[config.mk]
export PLATFORM = sky130hd
export DESIGN_NAME = left_shifter_seq_flat
export DESIGN_NICKNAME = d
export VERILOG_FILES = /design/src/rtl/left_shifter_seq_pkg.sv /design/src/rtl/left_shifter_seq_if.sv /design/src/rtl/left_shifter_seq_lshift_stage.sv /design/src/rtl/left_shifter_seq.sv /design/src/flat_wrapper.sv
export SDC_FILE = /design/constraint.sdc
export NUM_CORES = 1
export LEC_CHECK = 0
export ABC_CLOCK_PERIOD_IN_PS = 8100
export BUFFER_PORTS_ARGS = -buffer_cell sky130_fd_sc_hd__buf_2
export CAP_MARGIN = 30
export CORE_MARGIN = 2
export CORE_UTILIZATION = 55
export CTS_CLUSTER_DIAMETER = 80
export DETAILED_ROUTE_END_ITERATION = 10
export PLACE_DENSITY_LB_ADDON = 0.3
export SETUP_SLACK_MARGIN = 0.5
export SLEW_MARGIN = 25
export SYNTH_ARGS = -nofsm -noshare
export SYNTH_HDL_FRONTEND = slang
export SYNTH_SLANG_ARGS = --single-unit
[constraint.sdc]
create_clock -name clk -period 8.1 [get_ports clk]
set_input_delay 1.62 -clock clk [delete_from_list [all_inputs] [get_ports clk]]
set_output_delay 1.62 -clock clk [all_outputs]
set_load 0.01 [all_outputs]
[src/rtl/left_shifter_seq_pkg.sv]
// left_shifter_seq_pkg: shared shifter types, sizes and stage-amount helper
package left_shifter_seq_pkg;
    localparam int SHIFT_STAGES = 5;
    localparam int SHIFT_W = 32;
    typedef enum logic [1:0] {IDLE, SHIFT, DONE} state_t;
    function automatic logic [5:0] stage_amt(input logic [2:0] k);
        return 6'd1 << k;
    endfunction
endpackage

[src/rtl/left_shifter_seq_if.sv]
// left_shifter_seq_if: start/done request bus for the shifter (rotate field when LSHIFT_ROTATE_EN)
interface left_shifter_seq_if;
    import left_shifter_seq_pkg::*;
    logic start;
    logic [SHIFT_W-1:0] in;
    logic [4:0] sha;
`ifdef LSHIFT_ROTATE_EN
    logic rotate;
`endif
    logic busy;
    logic done;
    logic [SHIFT_W-1:0] out;
    logic ovf;
    modport master (
        output start, in, sha,
`ifdef LSHIFT_ROTATE_EN
        output rotate,
`endif
        input busy, done, out, ovf
    );
    modport slave (
        input start, in, sha,
`ifdef LSHIFT_ROTATE_EN
        input rotate,
`endif
        output busy, done, out, ovf
    );
endinterface

[src/rtl/left_shifter_seq_lshift_stage.sv]
// lshift_stage: one power-of-two left-shift stage (rotate mux only with LSHIFT_ROTATE_EN)
module lshift_stage
    import left_shifter_seq_pkg::*;
(
    input  logic [SHIFT_W-1:0] w,
    input  logic [2:0]         k,
    input  logic               en,
`ifdef LSHIFT_ROTATE_EN
    input  logic               rot,
`endif
    output logic [SHIFT_W-1:0] y,
    output logic               lost
);
    logic [5:0] n;
    logic [SHIFT_W-1:0] sh;
    logic [SHIFT_W-1:0] spill;
    assign n = stage_amt(k);
    assign sh = w << n;
    // spill holds the bits pushed past the MSB, right-aligned
    assign spill = w >> (6'(SHIFT_W) - n);
`ifdef LSHIFT_ROTATE_EN
    assign y = en ? (rot ? (sh | spill) : sh) : w;
    assign lost = en & ~rot & (|spill);
`else
    assign y = en ? sh : w;
    assign lost = en & (|spill);
`endif
endmodule

[src/rtl/left_shifter_seq.sv]
// left_shifter_seq: multi-cycle 32-bit left shifter, one stage per clock; rotate mode with LSHIFT_ROTATE_EN
module left_shifter_seq
    import left_shifter_seq_pkg::*;
#(
    parameter int WIDTH = SHIFT_W
) (
    input logic clk,
    input logic rst_n,
    left_shifter_seq_if.slave bus
);
    state_t state, state_n;
    logic [2:0] k, k_n;
    logic [WIDTH-1:0] w, w_n, y, out_r, out_n;
    logic [4:0] sha_r, sha_n;
    logic loss, loss_n, lost, ovf_r, ovf_n, accept;
`ifdef LSHIFT_ROTATE_EN
    logic rot_r, rot_n;
`endif

    lshift_stage u_stage (
        .w(w),
        .k(k),
        .en(sha_r[k]),
`ifdef LSHIFT_ROTATE_EN
        .rot(rot_r),
`endif
        .y(y),
        .lost(lost)
    );

    assign bus.busy = (state == SHIFT);
    assign bus.done = (state == DONE);
    assign bus.out = out_r;
    assign bus.ovf = ovf_r;

    // Register all state; reset aborts any operation in flight
    always_ff @(posedge clk or negedge rst_n) begin
        if (!rst_n) begin
            state <= IDLE;
            k <= '0;
            w <= '0;
            sha_r <= '0;
            loss <= 1'b0;
            out_r <= '0;
            ovf_r <= 1'b0;
`ifdef LSHIFT_ROTATE_EN
            rot_r <= 1'b0;
`endif
        end else begin
            state <= state_n;
            k <= k_n;
            w <= w_n;
            sha_r <= sha_n;
            loss <= loss_n;
            out_r <= out_n;
            ovf_r <= ovf_n;
`ifdef LSHIFT_ROTATE_EN
            rot_r <= rot_n;
`endif
        end
    end

    // Accept in IDLE/DONE, step one stage per SHIFT cycle, publish result on the last stage
    always_comb begin
        state_n = state;
        k_n = k;
        w_n = w;
        sha_n = sha_r;
        loss_n = loss;
        out_n = out_r;
        ovf_n = ovf_r;
`ifdef LSHIFT_ROTATE_EN
        rot_n = rot_r;
`endif
        accept = (state != SHIFT) && bus.start;
        if (accept) begin
            state_n = SHIFT;
            k_n = '0;
            w_n = bus.in;
            sha_n = bus.sha;
            loss_n = 1'b0;
`ifdef LSHIFT_ROTATE_EN
            rot_n = bus.rotate;
`endif
        end else if (state == SHIFT) begin
            w_n = y;
            loss_n = loss | lost;
            k_n = k + 3'd1;
            if (k == 3'(SHIFT_STAGES - 1)) begin
                state_n = DONE;
                out_n = y;
                ovf_n = loss | lost;
            end
        end else if (state == DONE) begin
            state_n = IDLE;
        end
    end
endmodule

[src/flat_wrapper.sv]
// flat-port wrapper written by rule: the top's interface ports become plain ports
module left_shifter_seq_flat import left_shifter_seq_pkg::*;
#(
    parameter int WIDTH = SHIFT_W
)
  (clk, rst_n, bus_start, bus_in, bus_sha, bus_busy, bus_done, bus_out, bus_ovf);
  left_shifter_seq_if bus_i ();
  input logic clk;
  input logic rst_n;
  input wire logic [$bits(bus_i.start)-1:0] bus_start;
  input wire logic [$bits(bus_i.in)-1:0] bus_in;
  input wire logic [$bits(bus_i.sha)-1:0] bus_sha;
  output wire logic [$bits(bus_i.busy)-1:0] bus_busy;
  output wire logic [$bits(bus_i.done)-1:0] bus_done;
  output wire logic [$bits(bus_i.out)-1:0] bus_out;
  output wire logic [$bits(bus_i.ovf)-1:0] bus_ovf;
  assign bus_i.start = bus_start;
  assign bus_i.in = bus_in;
  assign bus_i.sha = bus_sha;
  assign bus_busy = bus_i.busy;
  assign bus_done = bus_i.done;
  assign bus_out = bus_i.out;
  assign bus_ovf = bus_i.ovf;
  left_shifter_seq #(.WIDTH(WIDTH)) u_core (.clk(clk), .rst_n(rst_n), .bus(bus_i));
endmodule
==> qor.yml, run 1 <==
sta:
  fin_crit_ns: 4.70
  finalSetupViolCount: 0
  relSlewSlack: 0.467
  maxSlewViolCount: 0
  tns_ns: 0
  rsz0062_at_grt: "no"
  fin_crit_sh: 0.581
  fmax_mhz: 213
  hold_violations: 0
  skew_ns: 0.00842
  worst_pin_slew_ns: 0.794
cells_and_area:
  area_delta_synth_final_pct: 11.4
  regArea_um2: 1900
  antenna-diode-count: 0
  nets: 736
  fillerInstances: 945
  multi_input_area_um2: 4040
  drive_gt1_frac: 0.252
grt:
  gr-total-overflow: 0
  grt_pass1_wl_um: 31500
  grt_pass1_vias: 5713
  grt_antenna_before_repair: 0
  grt_use_total: 0.329
  grt_start_max_net_pins: 77
route:
  first_pass_iters: 5
  drc: 0
  wl_um: 19700
  detail-route-antenna-nets: 0
  post_drt_via_cell_ratio: 6.93
  initialDrtViolationCount: 549
  wl_per_cell_um: 23.5
  via_count: 5806
floorplanning:
  die_w_um: 111
  die_h_um: 111
  die-area_um2: 12300
  num_rows: 39
  io_pins: 75
  initial_utilization: 0.558
  fp.coreArea_um2: 11300
cts:
  clockBufferDepth: 2
  cts_tree: "built"
  path_clk_slew_ns: 0.06
  clock_sinks: 76
  clockRootBuffer: "clkbuf_16"
  cts_made_buffers: 9
  htreeDepth: 3
  cts_resized: 0
  cts_setup_buffers: 0
  clock_latency_ns: 0.35
  holdBufCountCts: 0
setup_path:
  required_ns: 8.32
  worstPathArrival_ns: 4.92
  critPathKind: "flop to flop"
  crit_path_start_kind: "flop"
  worstPathMaxFanout: 26
  crit_path_end_kind: "flop"
yosys:
  ys.flop_type: "dfrtp_1"
  ys_warn_count: 0
  ys_ff_latch: 76
  synth_cell_type_count: 67
  synth_edf_count: 0
  avgSynthCellArea_um2: 9.43
  syn_inst: 667
  synth_area_leaders: "dfrtp_1 (30%), mux4_2 (16%), mux2i_1 (6.2%)"
  synthTopCellsByCount: "dfrtp_1 (76), nand2_1 (73), clkbuf_1 (53), mux4_2 (44)"
  yosysSeqAreaShare: 0.302
  syn-num-nets: 713
  yosysTopAreaCell: "dfrtp_1"
  synthMostInstantiatedCell: "dfrtp_1"
  mappedNetlistArea_um2: 6290
  synth_top_area_frac: 0.302
  async_flop_share: 1.00
flow_run:
  drv_cap: 0
placed_design:
  place.gp.congestion: 0.969
  hpwl_um: 13800
  io_buffers: 74
run_status:
  status: "finished, final reports clean"
hold_path:
  hold_path.class: "flop to flop"
[flip-flops by register name, indices dropped and copies added, names as in the netlist]
signal          cells
u_core.state        2
u_core.k            3
u_core.loss         1
u_core.sha_r        5
u_core.bus.ovf      1
u_core.w           32
u_core.bus.out     32
[worst max-delay path, stage by stage (launching register included)]
cell      delay (ns)
dfrtp_1         0.43
inv_1           0.13
ha_1            0.45
nor2b_4         0.50
buf_16          0.24
inv_1           0.12
ha_1            0.52
inv_1           0.50
mux4_2          0.38
a2111o_1        0.41
o221ai_1        0.16
nand4_1         0.13
o41ai_1         0.45
a211oi_1        0.13
[per-layer routing]
metal / routed length [um] / vias to the layer above / share of wire / GRT usage
li1: - / 2582 / - / -
met5: 0 / - / 0 / 0
met3: 1940 / 66 / 0.098 / 0.0815
met1: 7840 / 2823 / 0.40 / 0.449
met4: 837 / 0 / 0.042 / 0.163
met2: 9110 / 335 / 0.46 / 0.492
[final cells by class]
class	instances	area share
multi-input cells	504	0.576
flip-flops and latches	76	0.271
repair buffers	87	0.0750
clock buffers	10	0.0327
well taps	143	0.0255
clock inverters	6	0.0127
inverters	12	0.00643
[final timing paths]
path | startpoint | end | slack, ns | cells past startpoint
worst max-delay path | u_core.k[1] | u_core.loss | 3.40 | 13
worst min-delay path | u_core.bus.out[7] | u_core.bus.out[7] | 0.46 | 2
max in group asynchronous | rst_n | u_core.bus.out[21] | 6.33 | 1
worst max register to register | u_core.k[1] | u_core.loss | 3.40 | 13
min in group asynchronous | rst_n | u_core.bus.out[11] | 1.29 | 1
worst min register to register | u_core.bus.out[7] | u_core.bus.out[7] | 0.46 | 2
[placed cells by master, fill, tap and decap left out, types with 23 or more instances in the layout]
master / netlist / final
mux2i_1: 39 / 39
o21ai_0: 39 / 39
nor2_1: 34 / 34
nand3_1: 25 / 24
a22oi_1: 23 / 23
dfrtp_1: 76 / 76
buf_2: 9 / 73
nand2_1: 73 / 73
a211oi_1: 32 / 32
a21oi_1: 30 / 28
mux4_2: 44 / 44
[kinds of logic (layout without fill, tap and decap cells)]
family / count (synthesis) / after routing / synth area share
flip-flops: 76 / 76 / 0.302
multiplexers: 97 / 97 / 0.245
adder cells (fa/ha/maj): 6 / 6 / 0.0119
AO/OA/AOI/OAI: 185 / 185 / 0.202
buffers and inverters: 87 / 115 / 0.0609
AND/OR/NAND/NOR: 209 / 209 / 0.169
XOR/XNOR: 7 / 7 / 0.00975
[metrics by stage]
| stage | std cells | cell area (um^2) | setup WS [ns] | utilization | hold slack [ns] |
|---|---|---|---|---|---|
| after floorplan | 667 | 6290 | 4.55 | - | 0.473 |
| after global placement | 818 | 6590 | 2.79 | 0.585 | 0.447 |
| after detailed placement | 819 | 6620 | 2.51 | 0.587 | 0.455 |
| after CTS | 835 | 6940 | 2.50 | 0.616 | 0.468 |
| after global routing | 838 | 7010 | 3.04 | 0.622 | 0.496 |
| final | 838 | 7010 | 3.40 | 0.622 | 0.464 |
Power of run 1 is left out: the tool's default activity adds up to more than one toggle a clock period on the data nets, which glitch-free logic cannot reach.
==> run 2: changes to the inputs <==
- ABC_AREA: default -> 1
- ABC_CLOCK_PERIOD_IN_PS: 8100 -> 4200
- CORE_UTILIZATION: 55 -> 53
- clock period: 8.1 -> 4.2 ns (I/O delays scaled with it)
==> run 2 against run 1 <==
Against the previous run: hold slack better by 0.021 ns; largest cell class unchanged; cell count up 30%; non-clock buffer count down 6; area after synthesis shrank 8.2%; critical path depth is 7 higher.
==> qor.yml, run 2 <==
run_status:
  status: "finished, final reports clean"
route:
  wl_um: 17600  # -11%
  post_drt_via_cell_ratio: 5.81  # -16%
  initialDrtViolationCount: 705  # +28%
  detail-route-antenna-nets: 0  # unchanged
  via_count: 6324  # +8.9%
  wl_per_cell_um: 16.2  # -31%
  first_pass_iters: 7  # +2
  drc: 0  # unchanged
yosys:
  synth_top_area_frac: 0.330  # +0.0272
  syn-num-nets: 951  # +33%
  synthTopCellsByCount: "nand2_1 (365), nand3_1 (86), dfrtp_1 (76), o21ai_0 (76), inv_1 (64)"
  avgSynthCellArea_um2: 6.37  # -32%
  synthMostInstantiatedCell: "nand2_1"
  yosysTopAreaCell: "dfrtp_1"
  synth_cell_type_count: 36  # -46%
  synth_area_leaders: "dfrtp_1 (33%), nand2_1 (24%), nand3_1 (7.5%)"
  async_flop_share: 1.00  # unchanged
  synth_edf_count: 0  # unchanged
  mappedNetlistArea_um2: 5770  # -8.2%
  syn_inst: 905  # +36%
  ys_ff_latch: 76  # unchanged
  ys.flop_type: "dfrtp_1"
  ys_warn_count: 0  # unchanged
  yosysSeqAreaShare: 0.330  # +0.0272
sta:
  relSlewSlack: 0.541  # +0.0748
  fin_crit_ns: 3.34  # -1.37 ns
  maxSlewViolCount: 0  # unchanged
  fin_crit_sh: 0.795  # +0.214
  rsz0062_at_grt: "no"
  tns_ns: 0  # unchanged
  worst_pin_slew_ns: 0.687  # -0.107 ns
  holdWs_ns: 0.485  # +0.0210 ns
  fmax_mhz: 300  # +41%
  finalSetupViolCount: 0  # unchanged
  hold_violations: 0  # unchanged
  skew_ns: 0.0127  # +0.00427 ns
cts:
  path_clk_slew_ns: 0.09  # +0.03 ns
  clock_sinks: 76  # unchanged
  holdBufCountCts: 0  # unchanged
  clockBufferDepth: 2  # unchanged
  cts_resized: 0  # unchanged
  cts_made_buffers: 9  # unchanged
  cts_tree: "built"
  htreeDepth: 3  # unchanged
  clock_latency_ns: 0.36  # about the same
  cts_setup_buffers: 0  # unchanged
  clockRootBuffer: "clkbuf_8"
grt:
  gr-total-overflow: 0  # unchanged
  grt_antenna_before_repair: 0  # unchanged
  grt_pass1_vias: 5675  # -0.67%
  grt_start_max_net_pins: 77  # unchanged
  grt_use_total: 0.317  # -0.0112
  grt_pass1_wl_um: 29000  # -7.7%
setup_path:
  required_ns: 4.45  # -3.87 ns
  crit_path_end_kind: "flop"
  crit_path_start_kind: "flop"
  r2r-start: "u_core.k[0]"
  critPathKind: "flop to flop"
  max_stage_delay_ns: 0.50  # -0.02 ns
  worstPathArrival_ns: 3.59  # -1.33 ns
  worstPathMaxFanout: 36  # +38%
  cpMostUsedCell: "nand2_1"
  slowest_stage: "inv_1"
  critPathLaunch: "u_core.k[0]"
  cp_cell_sequence: "inv_1 > ha_1 > nand2_4 > ha_1 > inv_1 > nand3_1 > nand2_1 > nand3_1 > nand2_1 > nand2_1 > nand2_1 > nand2_1 > inv_1 > nand2_1 > nand2_1 > nand2_1 > nand2_1 > nand2_1 > nand2_1 > nand2_1"
placed_design:
  hpwl_um: 13200  # -4.2%
  dp_cells: 1072  # +31%
  io_buffers: 74  # unchanged
  place.gp.congestion: 0.999  # +3.1%
cells_and_area:
  final_cell_mix: "nand2_1 (365), nand3_1 (86), o21ai_0 (76), dfrtp_1 (76), buf_2 (73)"
  area_delta_synth_final_pct: 9.93
  finalNonFillerCells: 1089  # +30%
  antenna-diode-count: 0  # unchanged
  drive_gt1_frac: 0.124  # -0.127
  nets: 990  # +35%
  final_util: 0.590  # -0.0314
  layout_commonest_cell: "nand2_1"
hold_path:
  hold_path.class: "flop to flop"
  worstHoldStart: "u_core.bus.out[5]"
floorplanning:
  initial_utilization: 0.537  # -0.0209
  fp.coreArea_um2: 10700  # -4.7%
  die-area_um2: 11700  # -4.6%
  die_h_um: 108  # -2.3%
  io_pins: 75  # unchanged
  num_rows: 38  # -2.6%
  die_w_um: 108  # -2.3%
flow_run:
  drv_cap: 0  # unchanged
[run 2: worst paths after layout]
path                                 endpoint  slack [ns]  cells after the start
setup / recovery               u_core.bus.ovf        0.86                     20
hold / removal              u_core.bus.out[5]        0.48                      2
setup reg to reg               u_core.bus.ovf        0.86                     20
hold reg to reg             u_core.bus.out[5]        0.48                      2
max in group asynchronous   u_core.bus.out[9]        3.24                      1
min in group asynchronous  u_core.bus.out[23]        0.49                      1
[run 2: layer usage]
metal  share of wire  wire length, um  vias up  global-route usage
met2            0.44             7750      310               0.477
met1            0.44             7800     2900               0.449
met3           0.077             1360       52              0.0657
met5               0                0        -                   0
li1                -                -     3062                   -
met4           0.039              684        0               0.128
[run 2: stage by stage]
step,worst slack (ns),cell area (um^2)
floorplan,1.49,5770
global placement,1.07,6100
detailed placement,0.997,6100
CTS,0.948,6320
global route,0.570,6340
finish,0.862,6340
[run 2: critical path: cells and delay by family (launching register included)]
family | cells | cell delay, ns
buffers and inverters | 3 | 0.69
adder cells (fa/ha/maj) | 2 | 0.68
flip-flops | 1 | 0.45
AND/OR/NAND/NOR | 15 | 1.36
[run 2: cell type report]
| type | instances | area, um^2 |
|---|---|---|
| fill | 1113 | 4400 |
| multi-input combinational | 705 | 3340 |
| sequential | 76 | 1900 |
| timing repair buffer | 81 | 437 |
| inverter | 71 | 269 |
| tap | 140 | 175 |
| clock buffer | 9 | 124 |
| clock inverter | 7 | 98.8 |
[run 2: logic make-up after synthesis]
logic type | synth area share
simple gates | 0.356
compound gates | 0.198
buf+inv | 0.0920
flops | 0.330
fa+ha+maj | 0.0130
mux | 0.00694
xor+xnor | 0.00434
Power of run 2 is left out for the same reason.
==> run 3: changes to the inputs <==
- ABC_CLOCK_PERIOD_IN_PS: 4200 -> 3400
- CORE_UTILIZATION: 53 -> 55
- clock period: 4.2 -> 3.4 ns (I/O delays scaled with it)
==> run 3 against run 2 <==
Against the previous run: routed wire length rose by 2.2%; hold slack got worse by 0.15 ns; die area decreased by 3.5%; design area rose by 1.8%; utilization up 3.8 points; maximum frequency grew 21%; sequential cell count stayed put; critical endpoint is now u_core.w[10]; highest routed layer unchanged; sequential share of layout area is 0.51 points lower; largest cell class unchanged; setup slack got worse by 0.22 ns; via count up 1.0%.
==> qor.yml, run 3 (synthesis gave the netlist of run 2 again) <==
floorplanning:
  initial_utilization: 0.561  # +0.0244
  fp.coreArea_um2: 10300  # -4.4%
  die_h_um: 106  # -1.8%
  die_w_um: 106  # -1.8%
  io_pins: 75  # unchanged
  die-area_um2: 11300  # -3.5%
  num_rows: 37  # -2.6%
route:
  first_pass_iters: 6  # -1
  wl_um: 18000  # +2.2%
  drc: 0  # unchanged
  wl_per_cell_um: 16.4  # +1.7%
  detail-route-antenna-nets: 0  # unchanged
  initialDrtViolationCount: 659  # -6.5%
  via_count: 6388  # +1.0%
  post_drt_via_cell_ratio: 5.83  # +0.46%
cells_and_area:
  drive_gt1_frac: 0.138  # +0.0133
  finish.instance_area_um2: 6460  # +1.8%
  layout_commonest_cell: "nand2_1"
  area_delta_synth_final_pct: 11.9
  antenna-diode-count: 0  # unchanged
  nets: 1000  # +1.0%
  final_cell_mix: "nand2_1 (365), nand3_1 (86), dfrtp_1 (75)"
  fillerInstances: 1011  # -9.2%
placed_design:
  pre_cts_ws_ns: 0.516  # -0.481 ns
  place_area_um2: 6170  # +1.1%
  place.gp.congestion: 1.04  # +4.4%
  hpwl_um: 13400  # +1.7%
  io_buffers: 74  # unchanged
cts:
  clock_sinks: 76  # unchanged
  path_clk_slew_ns: 0.09  # about the same
  cts_tree: "built"
  cts_made_buffers: 9  # unchanged
  clock_latency_ns: 0.37  # about the same
  clockBufferDepth: 2  # unchanged
  holdBufCountCts: 0  # unchanged
  clockRootBuffer: "clkbuf_8"
  htreeDepth: 3  # unchanged
setup_path:
  critPathKind: "flop to flop"
  worstPathArrival_ns: 2.99  # -0.60 ns
  crit_path_start_kind: "flop"
  worstPathMaxFanout: 23  # -36%
  required_ns: 3.63  # -0.82 ns
  crit_path_end_kind: "flop"
sta:
  fmax_mhz: 362  # +21%
  worst_pin_slew_ns: 0.681  # -0.00645 ns
  hold_violations: 0  # unchanged
  rsz0062_at_grt: "yes"
  tns_ns: 0  # unchanged
  setup_slack_ns: 0.639  # -0.222 ns
  finalSetupViolCount: 0  # unchanged
  skew_ns: 0.0150  # +0.00228 ns
  fin_crit_ns: 2.76  # -0.578 ns
  maxSlewViolCount: 0  # unchanged
  relSlewSlack: 0.546  # +0.00481
  holdWs_ns: 0.331  # -0.154 ns
  fin_crit_sh: 0.812  # +0.0171
grt:
  grt_use_total: 0.330  # +0.0121
  grt_pass1_vias: 5895  # +3.9%
  gr-total-overflow: 0  # unchanged
  grt_antenna_before_repair: 0  # unchanged
  grt_start_max_net_pins: 77  # unchanged
  grt_pass1_wl_um: 29200  # +0.52%
hold_path:
  hold_path.class: "primary input to asynchronous set/reset pin"
run_status:
  status: "finished, final reports clean"
flow_run:
  drv_cap: 0  # unchanged
## run 3: cell type report
type,instances,area [um^2],area share
clock inverter,4,48.8,0.00756
inverter,71,274,0.0424
clock buffer,12,145,0.0225
timing repair buffer,91,561,0.0868
sequential,76,1900,0.295
tap,136,170,0.0264
multi-input combinational,705,3350,0.520
## run 3: worst max-delay path, cell delays in order, from the launching register on
cell      delay [ns]
dfrtp_1         0.48
inv_4           0.30
nand2_4         0.20
inv_1           0.53
nor2_1          0.14
o21ai_0         0.54
o22ai_1         0.24
nand2_1         0.12
o211ai_1        0.08
## run 3: final timing paths
path | slack, ns | depth (start not counted) | from | endpoint
max reg2reg | 0.64 | 8 | u_core.k[2] | u_core.w[10]
min in group clk | 0.48 | 2 | u_core.bus.out[8] | u_core.bus.out[8]
min reg2reg | 0.48 | 2 | u_core.bus.out[8] | u_core.bus.out[8]
max | 0.64 | 8 | u_core.k[2] | u_core.w[10]
max in group asynchronous | 2.58 | 1 | rst_n | u_core.k[0]
min | 0.33 | 1 | rst_n | u_core.w[3]
## run 3: routing by layer
layer	vias to the layer above	track usage	share of wire
met5	-	0	0
met4	0	0.146	0.039
met3	61	0.0730	0.086
met2	305	0.500	0.45
met1	2939	0.453	0.42
li1	3083	-	-
## run 3: timing repair
item                                    CTS  global route
gates resized for setup                   2            14
pin swaps                                 0             1
endpoints found under the setup margin    2            41
setup buffers                             0             2
## run 3: stage by stage
step,utilization,std cells
after floorplan,-,905
after global placement,0.600,1076
after detailed placement,0.600,1076
after CTS,0.619,1092
after global routing,0.628,1095
final,0.628,1095
Power of run 3 is left out for the same reason.
